`config.mk`:
```
export PLATFORM = sky130hd
export DESIGN_NAME = ws2812_rx_flat
export DESIGN_NICKNAME = d
export VERILOG_FILES = /design/src/rtl/ws2812_pkg.sv /design/src/rtl/ws2812_rx_if.sv /design/src/rtl/ws2812_rx_pulse_timer.sv /design/src/rtl/ws2812_rx.sv /design/src/flat_wrapper.sv
export SDC_FILE = /design/constraint.sdc
export NUM_CORES = 1
export LEC_CHECK = 0
export CORE_ASPECT_RATIO = 1.1
export CORE_UTILIZATION = 51
export DETAILED_ROUTE_END_ITERATION = 10
export GPL_TIMING_DRIVEN = 0
export PLACE_DENSITY = 0.75
export SLEW_MARGIN = 20
export SYNTH_ARGS = -nofsm -noshare
export SYNTH_HDL_FRONTEND = slang
export SYNTH_SLANG_ARGS = --single-unit
```
`constraint.sdc`:
```
create_clock -name clk -period 2.1 [get_ports clk]
set_input_delay 0.525 -clock clk [delete_from_list [all_inputs] [get_ports clk]]
set_output_delay 0.525 -clock clk [all_outputs]
set_load 0.02 [all_outputs]
```
`src/rtl/ws2812_pkg.sv`:
```
// ws2812_pkg: constants and types shared by the WS2812 receiver and transmitter.
// Contents: FSM state enum, high-pulse width thresholds, width-counter
// saturation value and the default frame latch time in clk cycles.
package ws2812_pkg;

  typedef enum logic [1:0] {
    IDLE    = 2'd0,
    HIGH    = 2'd1,
    LOW     = 2'd2,
    RECOVER = 2'd3
  } ws_state_e;

  localparam int unsigned WCNT_W        = 6;    // width counter bits
  localparam int unsigned WID_MIN       = 3;    // shorter high pulse is a glitch
  localparam int unsigned WID_ONE       = 13;   // first width decoded as a 1
  localparam int unsigned WID_MAX       = 30;   // longest legal high pulse
  localparam int unsigned WID_SAT       = 63;   // width counter saturation
  localparam int unsigned LATCH_CYC_DEF = 1200; // low time that ends a frame

endpackage

```
`src/rtl/ws2812_rx_if.sv`:
```
// ws2812_rx_if: LED data line plus decoded pixel/status strobes.
//   din         : raw single-wire NRZ data (asynchronous)
//   pixel       : last decoded 24-bit pixel, first received bit in bit 23
//   pixel_idx   : index of pixel within the frame
//   pixel_valid : one-cycle strobe qualifying pixel/pixel_idx
//   frame_done  : one-cycle strobe at a clean frame latch
//   err         : one-cycle strobe on a protocol violation
// master = line driver / consumer side, slave = the decoder.
interface ws2812_rx_if;
  logic        din;
  logic [23:0] pixel;
  logic [2:0]  pixel_idx;
  logic        pixel_valid;
  logic        frame_done;
  logic        err;

  modport master (output din, input pixel, pixel_idx, pixel_valid, frame_done, err);
  modport slave  (input din, output pixel, pixel_idx, pixel_valid, frame_done, err);
endinterface

```
`src/rtl/ws2812_rx_pulse_timer.sv`:
```
// pulse_timer: resettable saturating up-counter with a compare-reached flag.
//   clk, rst  : clock, synchronous active-high reset
//   i_clr     : force count to 0
//   i_load1   : force count to 1 (first cycle of a new interval)
//   i_inc     : count up, holding at SAT
//   o_cnt     : current count
//   o_reached : count >= CMP
module pulse_timer #(
  parameter int unsigned WIDTH = 6,
  parameter int unsigned SAT   = 63,
  parameter int unsigned CMP   = 31
) (
  input  logic             clk,
  input  logic             rst,
  input  logic             i_clr,
  input  logic             i_load1,
  input  logic             i_inc,
  output logic [WIDTH-1:0] o_cnt,
  output logic             o_reached
);
  logic [WIDTH-1:0] r_cnt;

  always_ff @(posedge clk) begin
    if (rst || i_clr) begin
      r_cnt <= '0;
    end else if (i_load1) begin
      r_cnt <= WIDTH'(1);
    end else if (i_inc && (r_cnt != WIDTH'(SAT))) begin
      r_cnt <= r_cnt + WIDTH'(1);
    end
  end

  assign o_cnt     = r_cnt;
  assign o_reached = (r_cnt >= WIDTH'(CMP));
endmodule

```
`src/rtl/ws2812_rx.sv`:
```
// ws2812_rx: WS2812 single-wire LED data decoder.
//   clk, rst : clock, synchronous active-high reset
//   bus      : slave side of ws2812_rx_if (din in; pixel, pixel_idx,
//              pixel_valid, frame_done, err out)
// High pulses 3..12 cycles decode as 0, 13..30 as 1; a low period of
// LATCH_CYC cycles ends the frame. Violations go through RECOVER, which
// waits for a full latch period of quiet line before accepting bits.
module ws2812_rx #(
  parameter int unsigned NUM_PIX   = 6,
  parameter int unsigned LATCH_CYC = ws2812_pkg::LATCH_CYC_DEF
) (
  input logic        clk,
  input logic        rst,
  ws2812_rx_if.slave bus
);
  import ws2812_pkg::*;

  localparam int unsigned LW  = $clog2(LATCH_CYC + 1);
  localparam int unsigned PCW = $clog2(NUM_PIX + 1);

  logic            r_sync, r_ds, r_ds_q;
  ws_state_e       r_state, w_state_nxt;
  logic [23:0]     r_shift, r_pixel;
  logic [4:0]      r_bitcnt;
  logic [PCW-1:0]  r_pixcnt;
  logic            r_ovf;
  logic [2:0]      r_idx;
  logic            r_pv, r_fd, r_err;

  logic [WCNT_W-1:0] w_wcnt;
  logic [LW-1:0]     w_lcnt;
  logic w_w_reach, w_l_reach;
  logic w_w_load1, w_w_inc, w_l_clr, w_l_load1, w_l_inc;
  logic w_bit_ok, w_bit_val, w_err_nxt, w_fd_nxt, w_clr_all, w_ovf_first;

  always_ff @(posedge clk) begin
    if (rst) begin
      r_sync <= 1'b0;
      r_ds   <= 1'b0;
      r_ds_q <= 1'b0;
    end else begin
      r_sync <= bus.din;
      r_ds   <= r_sync;
      r_ds_q <= r_ds;
    end
  end

  pulse_timer #(.WIDTH(WCNT_W), .SAT(WID_SAT), .CMP(WID_MAX + 1)) u_width (
    .clk(clk), .rst(rst), .i_clr(1'b0), .i_load1(w_w_load1), .i_inc(w_w_inc),
    .o_cnt(w_wcnt), .o_reached(w_w_reach)
  );

  pulse_timer #(.WIDTH(LW), .SAT(LATCH_CYC), .CMP(LATCH_CYC)) u_low (
    .clk(clk), .rst(rst), .i_clr(w_l_clr), .i_load1(w_l_load1), .i_inc(w_l_inc),
    .o_cnt(w_lcnt), .o_reached(w_l_reach)
  );

  // First bit beyond NUM_PIX pixels in this frame: flagged once.
  assign w_ovf_first = (r_bitcnt == 5'd0) && (r_pixcnt == PCW'(NUM_PIX)) && !r_ovf;

  always_comb begin
    w_state_nxt = r_state;
    w_w_load1   = 1'b0;
    w_w_inc     = 1'b0;
    w_l_clr     = 1'b0;
    w_l_load1   = 1'b0;
    w_l_inc     = 1'b0;
    w_bit_ok    = 1'b0;
    w_bit_val   = 1'b0;
    w_err_nxt   = 1'b0;
    w_fd_nxt    = 1'b0;
    w_clr_all   = 1'b0;
    case (r_state)
      IDLE: begin
        if (r_ds) begin
          w_state_nxt = HIGH;
          w_w_load1   = 1'b1;
        end
      end
      HIGH: begin
        // Overlong pulse is rejected while still high.
        if (w_w_reach) begin
          w_err_nxt   = 1'b1;
          w_l_clr     = 1'b1;
          w_state_nxt = RECOVER;
        end else if (!r_ds && r_ds_q) begin
          if (w_wcnt < WCNT_W'(WID_MIN)) begin
            w_err_nxt   = 1'b1;
            w_l_clr     = 1'b1;
            w_state_nxt = RECOVER;
          end else begin
            w_bit_ok    = 1'b1;
            w_bit_val   = (w_wcnt >= WCNT_W'(WID_ONE));
            w_err_nxt   = w_ovf_first;
            w_l_load1   = 1'b1;
            w_state_nxt = LOW;
          end
        end else if (r_ds) begin
          w_w_inc = 1'b1;
        end
      end
      LOW: begin
        if (r_ds) begin
          w_w_load1   = 1'b1;
          w_state_nxt = HIGH;
        end else if (w_lcnt == LW'(LATCH_CYC)) begin
          // A latch with a partial pixel pending is an error, not a frame end.
          w_fd_nxt    = (r_bitcnt == 5'd0);
          w_err_nxt   = (r_bitcnt != 5'd0);
          w_clr_all   = 1'b1;
          w_state_nxt = IDLE;
        end else begin
          w_l_inc = 1'b1;
        end
      end
      RECOVER: begin
        if (r_ds) begin
          w_l_clr = 1'b1;
        end else if (w_l_reach) begin
          w_clr_all   = 1'b1;
          w_state_nxt = IDLE;
        end else begin
          w_l_inc = 1'b1;
        end
      end
      default: w_state_nxt = RECOVER;
    endcase
  end

  always_ff @(posedge clk) begin
    if (rst) begin
      r_state <= RECOVER;
    end else begin
      r_state <= w_state_nxt;
    end
  end

  always_ff @(posedge clk) begin
    if (rst) begin
      r_shift  <= '0;
      r_bitcnt <= '0;
      r_pixcnt <= '0;
      r_ovf    <= 1'b0;
      r_pixel  <= '0;
      r_idx    <= '0;
      r_pv     <= 1'b0;
      r_fd     <= 1'b0;
      r_err    <= 1'b0;
    end else begin
      r_pv  <= 1'b0;
      r_fd  <= w_fd_nxt;
      r_err <= w_err_nxt;
      if (w_clr_all) begin
        r_shift  <= '0;
        r_bitcnt <= '0;
        r_pixcnt <= '0;
        r_ovf    <= 1'b0;
      end else if (w_bit_ok) begin
        r_shift <= {r_shift[22:0], w_bit_val};
        if (w_ovf_first) begin
          r_ovf <= 1'b1;
        end
        if (r_bitcnt == 5'd23) begin
          r_bitcnt <= '0;
          if (r_pixcnt < PCW'(NUM_PIX)) begin
            r_pixel  <= {r_shift[22:0], w_bit_val};
            r_idx    <= 3'(r_pixcnt);
            r_pv     <= 1'b1;
            r_pixcnt <= r_pixcnt + PCW'(1);
          end
        end else begin
          r_bitcnt <= r_bitcnt + 5'd1;
        end
      end
    end
  end

  assign bus.pixel       = r_pixel;
  assign bus.pixel_idx   = r_idx;
  assign bus.pixel_valid = r_pv;
  assign bus.frame_done  = r_fd;
  assign bus.err         = r_err;
endmodule
```
`src/flat_wrapper.sv`:
```
// flat-port wrapper written by rule: the top's interface ports become plain ports
module ws2812_rx_flat import ws2812_pkg::*;
#(
  parameter int unsigned NUM_PIX   = 6,
  parameter int unsigned LATCH_CYC = ws2812_pkg::LATCH_CYC_DEF
)
  (clk, rst, bus_din, bus_pixel, bus_pixel_idx, bus_pixel_valid, bus_frame_done, bus_err);
  ws2812_rx_if bus_i ();
  input logic clk;
  input logic rst;
  input wire logic [$bits(bus_i.din)-1:0] bus_din;
  output wire logic [$bits(bus_i.pixel)-1:0] bus_pixel;
  output wire logic [$bits(bus_i.pixel_idx)-1:0] bus_pixel_idx;
  output wire logic [$bits(bus_i.pixel_valid)-1:0] bus_pixel_valid;
  output wire logic [$bits(bus_i.frame_done)-1:0] bus_frame_done;
  output wire logic [$bits(bus_i.err)-1:0] bus_err;
  assign bus_i.din = bus_din;
  assign bus_pixel = bus_i.pixel;
  assign bus_pixel_idx = bus_i.pixel_idx;
  assign bus_pixel_valid = bus_i.pixel_valid;
  assign bus_frame_done = bus_i.frame_done;
  assign bus_err = bus_i.err;
  ws2812_rx #(.NUM_PIX(NUM_PIX), .LATCH_CYC(LATCH_CYC)) u_core (.clk(clk), .rst(rst), .bus(bus_i));
endmodule
```
# --- Word level (Yosys, flattened, before mapping) ---
# Cells that the tools add are included.
classes:
  add_sub_neg: 4
  multipliers: 0
  div: 0
  n_lt_le_gt_ge: 5
  n_eq_ne: 13
  shifts: 0
  n_mux: 48
  bitwise_logic: 5
  n_reduce_logical: 23
ops:
  columns: ["operator", "n"]
  rows:
  - ["$mux 1", 35]
  - ["$mux 2", 7]
  - ["$add 11x1->11 const B", 1]
  - ["$eq 11x11->1 const B", 1]
  - ["$ge 11x11->1 const B", 1]
  - ["$ne 11x11->1 const B", 1]
  - ["$pmux 1 s2", 4]
  - ["$pmux 2 s4", 1]
  - ["$reduce_or 2->1", 4]
  - ["$reduce_or 4->1", 2]
  - ["$add 6x1->6 const B", 1]
  - ["$ge 6x4->1 const B", 1]
  - ["$ge 6x5->1 const B", 1]
  - ["$lt 6x2->1 const B", 1]
  - ["$ne 6x6->1 const B", 1]
  - ["$add 5x1->5 const B", 1]
  - ["$eq 5x5->1 const B", 1]
  - ["$logic_and 1x1->1", 5]
  - ["$logic_not 5->1", 1]
  - ["$mux 5", 1]
  - ["$not 1->1", 5]
  - ["$reduce_and 5->1", 1]
  - ["$reduce_bool 5->1", 1]
  - ["$eq 2x2->1 const B", 2]
  - ["15 further kinds", 18]
totals:
  reg_bits: 84
  latchBits: 0
  mem_bits_rw: 0
  mem_bits_ro: 0
  in_bits: 3
  word_cells: 115
  memories: 0

# --- Logic depth before layout (Yosys ltp) ---
# Gate-level depths: netlist (run 1).
depth:
  depth_word: 8
  depth_mapped: 10

# --- Hierarchy ---
# A second synthesis (run 1) with hierarchy kept.
unflattened:
  hier_cells: 431
  hier_area_um2: 3703.6
modules_own_cells:
  columns: ["mod", "n_inst", "cells_per_inst", "area_per_inst_um2", "seq_area_each_um2"]
  rows:
  - ["ws2812_rx", 1, 337, 2834.0, 1341.3]
  - ["pulse_timer at u_core.u_low", 1, 59, 559.3, 220.2]
  - ["pulse_timer at u_core.u_width", 1, 35, 310.3, 120.1]

# --- Least setup slack after synthesis (run 1) ---
# OpenSTA, ideal clock, no wires.
synth_timing:
  kind: "register to register"
  startpoint: "register u_core.u_width.r_cnt[0], in the netlist u_core.u_width.o_cnt[0]"
  endpoint: "register u_core.r_shift[0]"
  arrival_time_ps: 1979
  required_ps: 1983
  path_slack_ps: 4
  path_stages_with_launch: 9
  cell_sequence: "dfxtp_1 > ha_1 > and4_1 > buf_4 > or4_1 > buf_2 > buf_2 > a21oi_1 > nor2_1"
synth_via:
  elab_chain_cells: 5
  word_cells_on_any_way: 11
synth_lines:
  columns: ["element", "line_no", "text"]
  rows:
  - ["start: declaration", "ws2812_rx_pulse_timer.sv:21", "logic [WIDTH-1:0] r_cnt;"]
  - ["start signal: assignment", "ws2812_rx_pulse_timer.sv:29", "r_cnt <= r_cnt + WIDTH'(1);"]
  - ["$ge 6x4->1 / $lt 6x2->1 (equally long branches)", "ws2812_rx.sv:93, ws2812_rx.sv:87", null]
  - ["$mux 1", "ws2812_rx.sv:87", "if (w_wcnt < WCNT_W'(WID_MIN)) begin"]
  - ["$mux 1", "ws2812_rx.sv:86", "end else if (!r_ds && r_ds_q) begin"]
  - ["$mux 1", "ws2812_rx.sv:82", "if (w_w_reach) begin"]
  - ["$mux 1", "ws2812_rx.sv:73", "case (r_state)"]
  - ["end signal: assignment", "ws2812_rx.sv:159", "r_shift <= {r_shift[22:0], w_bit_val};"]
  - ["end: declaration", "ws2812_rx.sv:23", "logic [23:0] r_shift, r_pixel;"]
# Several ways; a longest one is shown, not always the timed one.
# A chain may end at the register's enable or synchronous reset.

# --- Final worst setup path (run 1) ---
layout_timing:
  startpoint: "register u_core.u_width.r_cnt[0], in the netlist u_core.u_width.o_cnt[0]"
  endpoint: "register u_core.r_pixel[8], in the netlist u_core.bus.pixel[8]"
layout_via:
  elab_chain_cells: 6
  word_cells_on_any_way: 7
layout_lines:
  columns: ["element", "line_no", "text"]
  rows:
  - ["$lt 6x2->1", "ws2812_rx.sv:87", null]
  - ["$mux 1", "ws2812_rx.sv:87", null]
  - ["$mux 1", "ws2812_rx.sv:86", null]
  - ["$mux 1 (*)", "ws2812_rx.sv:82", null]
  - ["$mux 1 (*)", "ws2812_rx.sv:73", null]
  - ["$reduce_and 4->1 (no line) (*)", null, null]
  - ["end signal: assignment", "ws2812_rx.sv:166", "r_pixel <= {r_shift[22:0], w_bit_val};"]
  - ["end: declaration", "ws2812_rx.sv:23", null]
# Every way passes the cells marked *; elsewhere a longest branch is shown, timed or not.

==> summary by stage, run 1 <==
Timing
The number of max-slew violations in the final report is 0. The number of endpoints with negative hold slack in the final report is 0. The routed design could run at a clock period as short as 2123 ps. The worst slew slack as a fraction of its limit is between 60% and 70%. Setup repair after global routing could not meet its margin everywhere. After layout, the worst setup slack is -23.19 ps. Derived from the worst setup path, the maximum achievable clock frequency is about 470 MHz.

On the final layout, the worst clock skew is 13.52 ps. At the pin with the least slew margin, the transition time is 584.8 ps. The aggregate negative setup slack is -23.19 ps. In the finished design, the share of the clock period the worst path needs comes to 101.1%. The final setup violation count is 1.

Placed design
The cell count after placement is 551. The congestion estimate from routability-driven global placement came to 0.8814. Detailed placement finished with a half-perimeter wire length of 5.452 mm.

OpenSTA, run right after detailed placement, puts the worst setup slack at -341.3 ps. Port buffering added 32 buffers.

Clock network
The post-cts hold buffer count is 0. The number of clock sinks is 84. The CTS H-tree depth is 3. The number of clock buffers added by TritonCTS is 9. At the later pin of the worst-skew pair, clock insertion delay measures 370 ps. The clock input transition at the sequential cells of the worst setup and hold paths is 90 ps. Counting along the longest clock path gives a buffer depth of 2. The tree is rooted in a sky130_fd_sc_hd__clkbuf_8.

The clock tree from TritonCTS is yes.

Worst setup path
The kind of launch point of the worst setup path is a flip-flop. The startpoint-to-endpoint class of the critical path is flip-flop to flip-flop. Data arrives at the worst endpoint at 2420 ps. Along the worst path, the maximum fanout reaches 6.

The nature of the critical path endpoint is a flip-flop. The endpoint required time on the critical path is 2400 ps.

Die
Measured along the x axis, the die boundary spans 83.42 µm. For this configuration, the core starts out at a cell density of 52.77%. In this run the vertical extent of the chip is 91.56 µm. The die covers 7637 µm². In this run the core area contains 32 standard-cell rows. After floorplanning, the core was sized to cover 7047 µm². For this design the top-level I/O count stands at 33.

Final layout
The area taken by flip-flops and latches is about 1700 µm². The final layout contains 514 nets. The count of fill cells added during filler insertion is 561. The multi-input combinational cells in the finished layout cover a total of 2081 µm². The finished layout holds 587 standard cells, fillers aside. The synthesis-to-layout area growth is 29.85%. The repair_antennas step left the layout with diodes totalling 0.

In the final layout, the share of cells above drive strength 1 is 21.51%.

Global route
The via count of the first global-routing pass is 3,082. The wire length of the first global-routing pass is 13.89 mm. The maximum number of pins on one net before global-route repair is 16. The initial antenna violation count is 0. In the global route stage, overall resource usage came out at 22.23%.

For this run the aggregate overflow at the end of global routing stands at 0.

Outcome
The checks that failed: setup timing. The run finished, with violations left.

Route
For this run, the detailed router's first-pass iteration total came to 5. In the routed design, unresolved DRC markers number 0. The number of routed nets with antenna violations is 0. After detailed routing, the average wire length per cell comes to 14.90 µm.

The total routed wirelength is about 8.7 mm. The count of routing violations after the opening detailed-route iteration is 177. The via count is 3,390. Dividing the detail-routed via count by the number of cells gives between 5 and 6.

Logic synthesis
The count of flip-flops with a built-in enable after synthesis is 0. Each instance of the synthesized netlist takes up on average 8.568 µm². The count of distinct cell types in the synthesized netlist is 47.

The number of standard cells after synthesis is 434. Summing every instance area after synthesis gives 3719 µm². For this run, the number of Yosys warnings is 0.

Sequential cells were found to cover a little under half of the synthesized design area. The share of flip-flops with an asynchronous set or reset after synthesis is 0%. The most used flip-flop cell after synthesis is sky130_fd_sc_hd__dfxtp_1. Counting flops and latches in the post-synthesis netlist gives between 80 and 90. Counting every net in the synthesized netlist gives 451.

Power
Dividing total power by cell area gives a power density of 705.0 nW/µm². The leakage power of the design is approximately 1.6 nW. The peak supply drop is 0.4901 mV.

Job
Across the run, the number of max-cap violations was 0.

Hold path
In this run the worst hold path is classified as flip-flop to flip-flop.
[path summary, 6_finish.rpt]
path                                                           start                               end  slack, ps  cells after the start
worst max-delay path            u_core.u_width.o_cnt[0]$_SDFFE_PP0P_  u_core.bus.pixel[8]$_SDFFE_PP0P_        -20                     10
worst min-delay path                        u_core.r_sync$_SDFF_PP0_            u_core.r_ds$_SDFF_PP0_        450                      1
worst max register to register  u_core.u_width.o_cnt[0]$_SDFFE_PP0P_  u_core.bus.pixel[8]$_SDFFE_PP0P_        -20                     10
worst min register to register              u_core.r_sync$_SDFF_PP0_            u_core.r_ds$_SDFF_PP0_        450                      1
[cell usage after synthesis, types with 5 or more instances]
library cell	instances	area (µm²)
sky130_fd_sc_hd__nand2b_1	5	31.28
sky130_fd_sc_hd__o21ai_0	37	185.2
sky130_fd_sc_hd__nand3_1	31	155.2
sky130_fd_sc_hd__nand2_1	56	210.2
sky130_fd_sc_hd__ha_1	14	175.2
sky130_fd_sc_hd__nor2b_1	5	31.28
sky130_fd_sc_hd__nor3_1	5	25.02
sky130_fd_sc_hd__nand4_1	5	31.28
sky130_fd_sc_hd__xor2_1	12	105.1
sky130_fd_sc_hd__inv_1	10	37.54
sky130_fd_sc_hd__a21oi_1	60	300.3
sky130_fd_sc_hd__nor2_1	24	90.09
sky130_fd_sc_hd__buf_2	10	50.05
sky130_fd_sc_hd__dfxtp_1	84	1682
sky130_fd_sc_hd__clkbuf_1	15	56.30
[cells in the final DEF, fill, tap and decap left out, types with 4 or more instances in the layout]
cell type,count
sky130_fd_sc_hd__dfxtp_1,81
sky130_fd_sc_hd__nand2_1,56
sky130_fd_sc_hd__a21oi_1,45
sky130_fd_sc_hd__clkdlybuf4s50_1,32
sky130_fd_sc_hd__o21ai_0,31
sky130_fd_sc_hd__nor2_1,24
sky130_fd_sc_hd__buf_4,20
sky130_fd_sc_hd__nand3_1,16
sky130_fd_sc_hd__a21oi_2,14
sky130_fd_sc_hd__nand3_2,12
sky130_fd_sc_hd__xor2_1,12
sky130_fd_sc_hd__ha_1,12
sky130_fd_sc_hd__clkbuf_8,9
sky130_fd_sc_hd__inv_1,8
sky130_fd_sc_hd__buf_2,7
sky130_fd_sc_hd__clkbuf_1,7
sky130_fd_sc_hd__o21ai_1,6
sky130_fd_sc_hd__buf_6,5
sky130_fd_sc_hd__nand4_1,5
sky130_fd_sc_hd__nand2b_1,5
sky130_fd_sc_hd__nor2b_1,5
sky130_fd_sc_hd__nor3_1,5
sky130_fd_sc_hd__clkbuf_2,4
[area by class of cell]
cell class / count / area share [%]
inverters: 10 / 0.7774
clock buffers: 10 / 2.643
well taps: 85 / 2.203
clock inverters: 6 / 1.477
multi-input cells: 311 / 43.09
plain buffers: 29 / 4.379
repair buffers: 52 / 10.42
flip-flops and latches: 84 / 35.01
[worst max-delay path: stages (launching register included)]
cell,delay [ps]
sky130_fd_sc_hd__dfxtp_4,370
sky130_fd_sc_hd__ha_4,170
sky130_fd_sc_hd__and4_1,200
sky130_fd_sc_hd__buf_6,130
sky130_fd_sc_hd__nor4_4,350
sky130_fd_sc_hd__buf_4,170
sky130_fd_sc_hd__and2_4,140
sky130_fd_sc_hd__buf_8,140
sky130_fd_sc_hd__clkbuf_16,150
sky130_fd_sc_hd__nand3_2,80
sky130_fd_sc_hd__a21oi_2,160
[stage by stage]
step,area (µm²),power (W),hold slack [ps],utilization [%]
after CTS,4452,0.003344,454.9,63.17
final,4828,0.003404,446.2,68.52
after global routing,4828,0.003550,466.1,68.52
after global placement,4145,0.002145,419.1,58.82
after detailed placement,4145,0.002161,435.4,58.82
after floorplan,3719,0.002049,413.8,-
[routing by layer]
metal	GRT usage (%)	share of wire (%)	vias up
li1	-	-	1662
met1	28.99	45	1633
met2	35.86	49	82
met3	3.545	3.8	13
met4	10.88	1.9	0
met5	0	0	-
[sequential cells by signal, indices dropped and copies added (netlist names), 2 cells and up]
register,flops
u_core.bus.pixel,24
u_core.bus.pixel_idx,3
u_core.r_state,2
u_core.r_shift,23
u_core.r_pixcnt,3
u_core.u_low.o_cnt,11
u_core.u_width.o_cnt,6
u_core.r_bitcnt,5
[what timing repair did]
| action | 4_1_cts | 5_1_grt |
|---|---|---|
| gates cloned | 0 | 3 |
| setup buffers | 5 | 12 |
| resized for setup | 21 | 72 |
| pin swaps | 4 | 17 |
| endpoints found under the setup margin | 73 | 75 |
[power by group]
| part | internal (W) | leakage, nW | total [W] | switching [W] |
|---|---|---|---|---|
| Combinational | 0.000193 | 0.870 | 0.000515 | 0.000322 |
| Clock | 0.000561 | 0.0935 | 0.00119 | 0.000627 |
| Sequential | 0.00164 | 0.679 | 0.00170 | 0.0000600 |
[logic make-up (layout without fill, tap and decap cells)]
group / after synthesis / count (layout) / synth area share, %
adder cells (fa/ha/maj): 14 / 14 / 4.711
AND/OR/NAND/NOR: 158 / 158 / 22.27
flip-flops: 84 / 84 / 45.22
buffers and inverters: 39 / 107 / 5.182
multiplexers: 3 / 3 / 0.8076
AO/OA/AOI/OAI: 121 / 121 / 18.27
XOR/XNOR: 15 / 15 / 3.533
Power figures use the tool's default switching activity.
==> run 2: changes to the inputs <==
Settings changed: CORE_MARGIN set to 2.
==> run 2 against run 1 <==
The run now ends clean. Fmax grew 4.9%. Critical endpoint is now u_core.bus.pixel[20]$_SDFFE_PP0P_. Total power decreased by 3.0%. First-iteration DRC count is 24% lower.
==> summary by stage, run 2 (synthesis results as in run 1) <==
Outcome
The run finished with clean final reports.

Timing
The actual transition at the worst max-transition pin came to 529.6 ps (-55.25 ps). The number of endpoints with negative hold slack in the final report was 0 (unchanged). The number of max-slew violations in the final report was 0 (unchanged). The post-route minimum period is 2024 ps (-98.89 ps). The final worst-path cycle share is 96.39% (-4.7 points).

The worst path setup slack after routing is 75.71 ps (+98.89 ps). The final setup violation count is 0 (-1). The aggregate negative setup slack was 0 ps (+23.19 ps). The worst slew slack as a fraction of its limit was 64.69% (+3.7 points). The setup clock skew after layout was 15.47 ps (+1.947 ps).

The worst hold slack is 442.1 ps (-4.107 ps). The peak clock frequency supported by timing was 494.0 MHz (+4.9%).

Job
The reported max-cap violation count was 0 (unchanged).

Clock network
The clock insertion delay at the later pin of the skew report is 370 ps (about the same). The number of clock sinks came to 84 (unchanged). The cell sitting at the root of the clock tree is a sky130_fd_sc_hd__clkbuf_8.

The clock input transition at the sequential cells of the worst setup and hold paths was 90 ps (about the same). TritonCTS built the clock tree. The worst-case clock buffer depth is 2 (unchanged). The number of buffers inserted during clock tree synthesis came to 9 (unchanged).

The CTS H-tree depth came to 3 (unchanged). The post-cts hold buffer count is 0 (unchanged).

Final layout
The share of layout cells above drive strength 1 is 16.77% (-4.7 points). The top cell types in the final layout, fill and taps aside, are 81 x sky130_fd_sc_hd__dfxtp_1, 58 x sky130_fd_sc_hd__a21oi_1, 56 x sky130_fd_sc_hd__nand2_1. The area taken by flip-flops and latches is 1690 µm² (unchanged). The design area is 4673 µm² (-3.2%). The library cell used most frequently in the layout, excluding fill and tap cells, is sky130_fd_sc_hd__dfxtp_1.

The count of fill cells added during filler insertion is 557 (-0.71%). The final-stage net count is 513 (-0.19%). The area occupied by multi-input gates is 1962 µm² (-5.7%).

The number of flip-flops under the largest register name is 24 (unchanged). The area growth from synthesis to layout is 25.67%. The final cell count without fillers is 586 (-0.17%). The antenna diode instance count is 0 (unchanged).

Worst setup path
In this run the critical register-to-register path is captured at u_core.bus.pixel[20]$_SDFFE_PP0P_. The largest driver fanout on the critical path is 6 (unchanged). Walking the worst path, the cells encountered are ha_4 > and4_1 > buf_6 > nor4_4 > nand2_2 > buf_4 > o21ai_0 > a21oi_1. The startpoint-to-endpoint class of the critical path is flip-flop to flip-flop. The startpoint identified for the worst register-to-register timing path is u_core.u_width.o_cnt[0]$_SDFFE_PP0P_.

The kind of cell adding the most delay to the critical path is simple AND/OR/NAND/NOR gates. The longest individual stage delay on the worst path is 380 ps (about the same). The register-to-register setup slack is 80 ps (+100 ps). The combined buffer and inverter count along the critical path is 2 (-2). The endpoint required time on the critical path is 2330 ps (-70 ps).

The count of cells along the worst register-to-register path is 8 (-2). The worst setup path is launched from a flip-flop. The slowest stage of the critical path is the sky130_fd_sc_hd__dfxtp_4 cell. The data arrival time of the critical path was 2260 ps (-160 ps).

The worst setup path is captured at a flip-flop.

Route
The number of iterations in the first detailed-routing pass is 6 (+1). The count of routing violations after the opening detailed-route iteration is 135 (-24%). The wire length on met3 was 311 µm (-6.6%).

The number of routed nets with antenna violations is 0 (unchanged). The total routed wirelength is 8.465 mm (-3.2%). The detailed router used layers up to and including met4. The number of remaining DRC errors is 0 (unchanged). The average wire per standard cell is 14.45 µm (-3.1%). The post-detailed-route via-to-cell ratio is 5.706 (-1.2%). The detailed-route wire length on metal 1 is 3.848 mm (-2.4%).

The via count is 3,344 (-1.4%). The length of routed met2 wiring was 4.092 mm (-5.0%).

Hold path
The hold path depth is 1 (unchanged). The class of the most critical hold timing path is flip-flop to flip-flop. For hold timing, the worst endpoint is u_core.r_ds$_SDFF_PP0_. The worst hold path begins at u_core.r_sync$_SDFF_PP0_.

Die
The number of rows in the core area is 32 (unchanged). The floorplan die area is 7991 µm² (+4.6%). The area of the core is 7047 µm² (unchanged).

The die span in y came to 93.56 µm (+2.2%). The number of ports placed on the die boundary came to 33 (unchanged). The starting density of the core came to 52.77% (unchanged). The horizontal die dimension was 85.42 µm (+2.4%).

Placed design
The worst slack at placement is -309.9 ps (+31.42 ps). The number of port buffers is 32 (unchanged). The cell count after placement is 551 (unchanged). The weighted congestion at the end of routability-driven global placement is 0.8816 (about the same).

The cell area reported after detailed placement is 4145 µm² (unchanged). The half-perimeter wire length after placement was 5.510 mm (+1.1%).

Power
The power per cell area is 706.4 nW/µm² (+0.19%). The peak supply drop is 0.4943 mV (+0.87%). The leakage power of the design is 1.642 nW (about the same).

Global route
The maximum number of pins on one net before global-route repair came to 17 (+1). The all-layer global routing usage is 21.35% (-0.88 points). The wire length of the first global-routing pass is 13.77 mm (-0.89%). The overflow left after global routing is 0 (unchanged). The via count of the first global-routing pass came to 3,069 (-0.42%). The initial antenna violation count came to 0 (unchanged).
run 2: worst max path at each step:
stage / from / endpoint / slack (ps) / cells after the start
2_1_floorplan: u_core.u_width.o_cnt[0]$_SDFFE_PP0P_ / u_core.r_shift[0]$_SDFFE_PP0P_ / 4 / 8
3_3_place_gp: u_core.u_width.o_cnt[0]$_SDFFE_PP0P_ / u_core.bus.pixel[0]$_SDFFE_PP0P_ / -310 / 8
3_5_place_dp: u_core.u_width.o_cnt[0]$_SDFFE_PP0P_ / u_core.bus.pixel[3]$_SDFFE_PP0P_ / -310 / 8
4_1_cts: u_core.u_width.o_cnt[0]$_SDFFE_PP0P_ / u_core.u_width.o_cnt[3]$_SDFFE_PP0P_ / 0.9 / 7
5_1_grt: u_core.u_width.o_cnt[0]$_SDFFE_PP0P_ / u_core.u_low.o_cnt[10]$_SDFFE_PP0P_ / -40 / 8
6_report: u_core.u_width.o_cnt[0]$_SDFFE_PP0P_ / u_core.bus.pixel[20]$_SDFFE_PP0P_ / 80 / 8
run 2: repair_timing:
item | CTS | global route
pin swaps | 3 | 6
setup endpoints to repair | 73 | 70
resized for setup | 26 | 56
cloned | 0 | 1
setup buffers | 6 | 14
run 2: worst register-to-register path: stages (launching register included):
cell	delay, ps
sky130_fd_sc_hd__dfxtp_4	380
sky130_fd_sc_hd__ha_4	170
sky130_fd_sc_hd__and4_1	200
sky130_fd_sc_hd__buf_6	130
sky130_fd_sc_hd__nor4_4	370
sky130_fd_sc_hd__nand2_2	190
sky130_fd_sc_hd__buf_4	190
sky130_fd_sc_hd__o21ai_0	180
sky130_fd_sc_hd__a21oi_1	90
run 2: per-layer routing:
layer	track usage, %	up-vias
met4	11.90	0
met1	28.03	1586
met3	3.354	20
met2	33.40	81
li1	-	1657
met5	0	-
run 2: report_power, final:
part           total (W)  switching, W  internal (W)
Combinational   0.000530      0.000339      0.000191
Clock            0.00107      0.000625      0.000447
Sequential       0.00170     0.0000619       0.00164
Total            0.00330       0.00103       0.00228
run 2: metrics by stage:
step,power [W],utilization (%)
after floorplan,0.002049,-
after global placement,0.002145,58.82
after detailed placement,0.002159,58.82
after CTS,0.003250,63.16
after global routing,0.003433,66.32
final,0.003301,66.32
run 2: layout make-up:
| cell class | instances | area share, % |
|---|---|---|
| inverters | 10 | 0.8032 |
| repair buffers | 52 | 10.01 |
| flip-flops and latches | 84 | 36.17 |
| clock inverters | 7 | 1.258 |
| plain buffers | 28 | 4.846 |
| well taps | 85 | 2.276 |
| multi-input cells | 311 | 41.98 |
| clock buffers | 9 | 2.651 |
==> RTL edit 1: new RTL, settings of run 1 <==
Make the reset (`rst`) asynchronous in 3 clocked blocks. Comments in the files are not updated.
--- a/src/rtl/ws2812_rx.sv
+++ b/src/rtl/ws2812_rx.sv
@@ -33,7 +33,7 @@
   logic w_w_load1, w_w_inc, w_l_clr, w_l_load1, w_l_inc;
   logic w_bit_ok, w_bit_val, w_err_nxt, w_fd_nxt, w_clr_all, w_ovf_first;
 
-  always_ff @(posedge clk) begin
+  always_ff @(posedge clk or posedge rst) begin
     if (rst) begin
       r_sync <= 1'b0;
       r_ds   <= 1'b0;
@@ -127,7 +127,7 @@
     endcase
   end
 
-  always_ff @(posedge clk) begin
+  always_ff @(posedge clk or posedge rst) begin
     if (rst) begin
       r_state <= RECOVER;
     end else begin
@@ -135,7 +135,7 @@
     end
   end
 
-  always_ff @(posedge clk) begin
+  always_ff @(posedge clk or posedge rst) begin
     if (rst) begin
       r_shift  <= '0;
       r_bitcnt <= '0;
Formal check against the unedited RTL: no difference found for any inputs over 10 cycles, from zero or initial values and one cycle with rst high; that may be too few to reach the edited logic, so the function may still have changed.
==> RTL edit 1 against run 1 <==
The flow still finishes with violations (negative setup slack). Clock power hardly changed. Synthesized area is 10% higher. Worst hold slack worse by 0.087 ns. Setup slack worse by 0.10 ns. Sequential power is 3% higher. Via count is 7.1% lower. Total power is 4.7% higher. Final area is 6.7% higher. Combinational power is 21% higher. Sequential cell count stayed put. Routed wire length is 4.1% lower. Global-route usage is 1.1 points lower. Largest cell class unchanged.
==> RTL edit 1: results (changes against run 1) <==
* XOR/XNOR Fraction of Synth Area at 0.428% (-3.1 points)
* Yosys cell types at 56 (+19%)
* Largest register FFs at 24 (unchanged)
* CP max FO at 5 (-1)
* Layout Nets at 466 (-9.3%)
* Register area share after synthesis at 49.4% (+4.2 points)
* FF-to-FF End: u_core.bus.pixel[9]
* Worst setup slack after layout at -0.125 ns (-0.102 ns)
* Worst path slowest cell: dfstp_2
* Register-to-Register Path Depth at 8 (-2)
* Share of layout cells above drive strength 1 at 24.2% (+2.7 points)
* Crit path DAT at 2.47 ns (+0.05 ns)
* Die area at 0.00838 mm² (+9.7%)
* FFs w/ async S/R, synth at 79.8% (+80 points)
* Status: finished with violations
* Largest cells by area after synthesis: dfrtp_1 (40%), dfxtp_1 (8.3%), mux2_4 (7.0%), nand2_1 (5.4%), a21oi_1 (5.3%)
* Mux contribution to synthesized area at 10.9% (+10 points)
* Syn Nets at 401 (-11%)
* Syn. warnings at 0 (unchanged)
* Final setup vio count at 22 (+21)
* Initial DRC Count at 203 (+15%)
* Most common library cells after synthesis: dfrtp_1 (65), nand2_1 (59), a21oi_1 (43)
* Wire per inst at 15.0 µm (+0.56%)
* Clock Skews at 0.0164 ns (+0.00291 ns)
* Vias in the first global route at 2989 (-3.0%)
* Maximum VDD drop at 460 µV (-6.2%)
* Clock buffer depth at 2 (unchanged)
* Via/cell ratio at 5.62 (-2.7%)
* RD Place Congestion at 0.915 (+3.8%)
* Adder-cell share of the synthesized area at 3.98% (-0.73 points)
* Relative slew slack at 54.9% (-6.1 points)
* Largest net degree at the start of global routing at 31 (+15)
* Drt pass-1 iters at 4 (-1)
* Detailed placer's ending HPWL at 5.56 mm (+2.0%)
* Failing checks: negative setup slack
* Clock transition at path regs at 0.09 ns (about the same)
* Setup crit start: u_core.r_state[0]
* Total GRT Usage at 21.2% (-1.1 points)
* Root Buffer: clkbuf_8
* HP Start: u_core.r_sync
* Synth Area in Compound Gates at 12.5% (-5.8 points)
* Worst path max stage delay at 0.60 ns (+0.23 ns)
* H-tree Lvls at 3 (unchanged)
* Pleak at 0.00217 µW (+32%)
* First-pass GRT wire length at 13.6 mm (-1.8%)
[RTL edit 1: worst min path at each step]
| stage | to | cells after the start |
|---|---|---|
| detailed placement | u_core.r_ds | 0 |
| global route | u_core.r_ds | 0 |
| finish | u_core.r_ds | 0 |
| global placement | u_core.r_ds | 0 |
| floorplan | u_core.r_ds | 0 |
| CTS | u_core.r_ds | 0 |
[RTL edit 1: metrics by stage]
step	setup TNS [ns]	cell area (µm²)	setup WS (ns)	instances	hold slack, ns
final	-2.10	5150	-0.125	560	0.359
after global routing	-3.07	5150	-0.162	560	0.374
after CTS	-2.09	5020	-0.106	555	0.362
after detailed placement	-9.14	4630	-0.240	524	0.342
after global placement	-16.56	4590	-0.192	522	0.340
after floorplan	0	4140	0.000654	385	0.331
[RTL edit 1: cell type report]
class,count,area (µm²)
Fill cell,617,2450
Multi-Input combinational cell,271,2030
Sequential cell,84,2020
Timing Repair Buffer,57,598
Tap cell,105,131
Clock buffer,9,124
Buffer,14,116
Clock inverter,7,80.1
Inverter,13,52.6
[RTL edit 1: routing by layer]
| layer | GRT usage (%) | routed length (µm) | up-vias | part of all wire (%) |
|---|---|---|---|---|
| li1 | - | - | 1509 | - |
| met1 | 25.5 | 3660 | 1549 | 44 |
| met2 | 37.2 | 4250 | 71 | 51 |
| met3 | 4.55 | 241 | 19 | 2.9 |
| met4 | 7.92 | 239 | 0 | 2.8 |
| met5 | 0 | 0 | - | 0 |
[RTL edit 1: repair_timing]
item / in CTS / in global routing
setup buffers: 14 / 7
gates cloned: 2 / 1
pin swaps: 6 / 4
resized for setup: 10 / 27
setup endpoints to repair: 58 / 66
[RTL edit 1: power breakdown]
| part | internal (µW) | total [µW] | switching [µW] |
|---|---|---|---|
| Combinational | 270 | 624 | 354 |
| Sequential | 1680 | 1750 | 68.2 |
| Clock | 564 | 1190 | 630 |
[RTL edit 1: cells by family after synthesis]
| group | Yosys count |
|---|---|
| xor+xnor | 2 |
| fa+ha+maj | 13 |
| mux | 34 |
| flops | 84 |
| simple gates | 141 |
| buf+inv | 30 |
| compound gates | 81 |
==> RTL edit 2: new RTL, settings of run 1 <==
Without the edit above. `WID_MAX`: 30 -> 16.
--- a/src/rtl/ws2812_pkg.sv
+++ b/src/rtl/ws2812_pkg.sv
@@ -13,7 +13,7 @@
   localparam int unsigned WCNT_W        = 6;    // width counter bits
   localparam int unsigned WID_MIN       = 3;    // shorter high pulse is a glitch
   localparam int unsigned WID_ONE       = 13;   // first width decoded as a 1
-  localparam int unsigned WID_MAX       = 30;   // longest legal high pulse
+  localparam int unsigned WID_MAX       = 16;   // longest legal high pulse
   localparam int unsigned WID_SAT       = 63;   // width counter saturation
   localparam int unsigned LATCH_CYC_DEF = 1200; // low time that ends a frame
 
Function: same outputs for any inputs over 10 cycles, from zero or initial values and one cycle with rst high; that may be too few to reach the edited logic, so the function may still have changed.
==> RTL edit 2 against run 1 <==
The run ends with design-rule violations, negative setup slack left. Synthesized area is 1.4% higher. Total power is 11% higher. Routed wire length is 11% higher. Sequential cell count stayed put. Clock skew is 0.0017 ns higher. Setup slack worse by 0.40 ns. Fmax is 16% lower. Sequential share of layout area is 2.8 points lower. Final area is 8.6% higher. Critical path type unchanged. Highest routed layer unchanged.
==> RTL edit 2: results (changes against run 1) <==
* Status: finished with violations
* Failing checks: design-rule violations, negative setup slack
* Worst setup slack after layout at -0.427 ns (-0.404 ns)
* Synth Area in Compound Gates at 12.2% (-6.0 points)
* Worst-Skew Late Latency at 0.37 ns (about the same)
* Port bufs at 32 (unchanged)
* First-pass GRT wire length at 14.3 mm (+2.9%)
* Met1 Usage GRT at 30.1% (+1.1 points)
* Pleak at 0.00179 µW (+8.8%)
* Maximum VDD drop at 550 µV (+12%)
* CP max FO at 10 (+4)
* Remaining DRCs at 2 (+2)
* Layout Nets at 527 (+2.5%)
* Sw frac at 29.6% (about the same)
* Yosys top cell area share at 44.6% (-0.62 points)
* Clock transition at path regs at 0.10 ns
* Syn Nets at 456 (+1.1%)
* Detailed placer's ending HPWL at 5.39 mm (-1.1%)
* Via/cell ratio at 5.66 (-2.1%)
* Fill count at 438 (-22%)
* Crit path DAT at 2.82 ns (+0.40 ns)
* Met2 Track Usage GR at 38.7% (+2.8 points)
* Largest cells by area after synthesis: dfxtp_1 (45%), nand2_1 (12%), mux2i_1 (9.6%), a21oi_1 (4.6%), ha_1 (4.3%)
* Initial DRC Count at 200 (+13%)
* Cts bufs inserted at 9 (unchanged)
* Diodes inserted at 0 (unchanged)
* Adder-cell share of the synthesized area at 4.31% (-0.40 points)
* H-tree Lvls at 3 (unchanged)
* Vias in the first global route at 3044 (-1.2%)
* Largest register FFs at 24 (unchanged)
* Final hold violation count at 0 (unchanged)
* Clock Skews at 0.0152 ns (+0.00171 ns)
* RD Place Congestion at 0.850 (-3.5%)
* Setup total negative slack at -20.12 ns (-20.10 ns)
* Largest net degree at the start of global routing at 17 (+1)
* Share of layout cells above drive strength 1 at 27.5% (+6.0 points)
* Final setup vio count at 69 (+68)
* Mux contribution to synthesized area at 9.56% (+8.8 points)
* Pre-CTS WS at -0.687 ns (-0.345 ns)
* Register area share after synthesis at 44.6% (-0.62 points)
* Drt pass-1 iters at 7 (+2)
* Most common library cells after synthesis: nand2_1 (117), dfxtp_1 (84), mux2i_1 (36)
* Relative slew slack at 60.4% (-0.58 points)
* Global-route met3 utilization at 3.33% (-0.22 points)
* Initial antenna violation count at 0 (unchanged)
* Total Routed Length at 9.69 mm (+11%)
* Total GRT Usage at 23.2% (+0.93 points)
* XOR/XNOR Fraction of Synth Area at 2.32% (-1.2 points)
* FFs w/ async S/R, synth at 0% (unchanged)
RTL edit 2: cell count changes after synthesis, sizes merged, moves of 6 or more:
cell   before  now
nand2      57  117
mux2i       3   36
o21ai      37    7
a21oi      60   35
nand3      31   10
xor2       12    1
buf        14    5
inv        10   17
xnor2       3    9
RTL edit 2: cell families (layout without fill, tap and decap cells):
group,count (synthesis),count (layout)
multiplexers,36,36
XOR/XNOR,10,10
flip-flops,84,84
AO/OA/AOI/OAI,69,69
adder cells (fa/ha/maj),13,13
AND/OR/NAND/NOR,190,190
buffers and inverters,38,114
RTL edit 2: through the flow:
stage,instances,cell area [µm²]
floorplan,440,3800
global placement,557,4220
detailed placement,557,4220
CTS,595,4860
global route,601,5240
finish,601,5240
RTL edit 2: final timing paths:
check                               start              endpoint  slack, ns  cells past startpoint
hold / removal       u_core.bus.pixel[15]  u_core.bus.pixel[15]       0.46                      2
hold reg to reg      u_core.bus.pixel[15]  u_core.bus.pixel[15]       0.46                      2
setup reg to reg  u_core.u_width.o_cnt[1]   u_core.bus.pixel[6]      -0.43                      9
setup / recovery  u_core.u_width.o_cnt[1]   u_core.bus.pixel[6]      -0.43                      9
RTL edit 2: power by group through the flow:
stage          registers (µW)  clock network [µW]  logic, µW
2_1_floorplan            1710                   0        393
3_3_place_gp             1720                   0        483
3_5_place_dp             1720                   0        501
4_1_cts                  1680                1330        623
5_1_grt                  1700                1410        795
6_report                 1690                1340        740
RTL edit 2: repair_timing:
action,4_1_cts,5_1_grt
gates resized for setup,55,90
setup endpoints to repair,69,78
buffers inserted,20,10
pin swaps,23,59
cloned,2,1
RTL edit 2: layout make-up:
cell class / instances / area share, %
multi-input cells: 318 / 44.8
flip-flops and latches: 84 / 32.2
repair buffers: 61 / 11.7
plain buffers: 20 / 3.70
clock buffers: 9 / 2.36
well taps: 85 / 2.03
clock inverters: 7 / 1.98
inverters: 17 / 1.22
RTL edit 2: metal layers:
| layer | up-vias | wire (µm) |
|---|---|---|
| li1 | 1645 | - |
| met1 | 1654 | 4300 |
| met2 | 79 | 4900 |
| met3 | 21 | 304 |
| met4 | 0 | 178 |
| met5 | - | 0 |
RTL edit 2: worst max-delay path, stage by stage (launching register included):
cell and delay, ns:
dfxtp_2 0.34, inv_2 0.06, ha_4 0.15, or4b_4 0.50, a211o_4 0.37, or2_4 0.27
a2111oi_4 0.22, buf_6 0.19, buf_12 0.15, mux2i_1 0.20
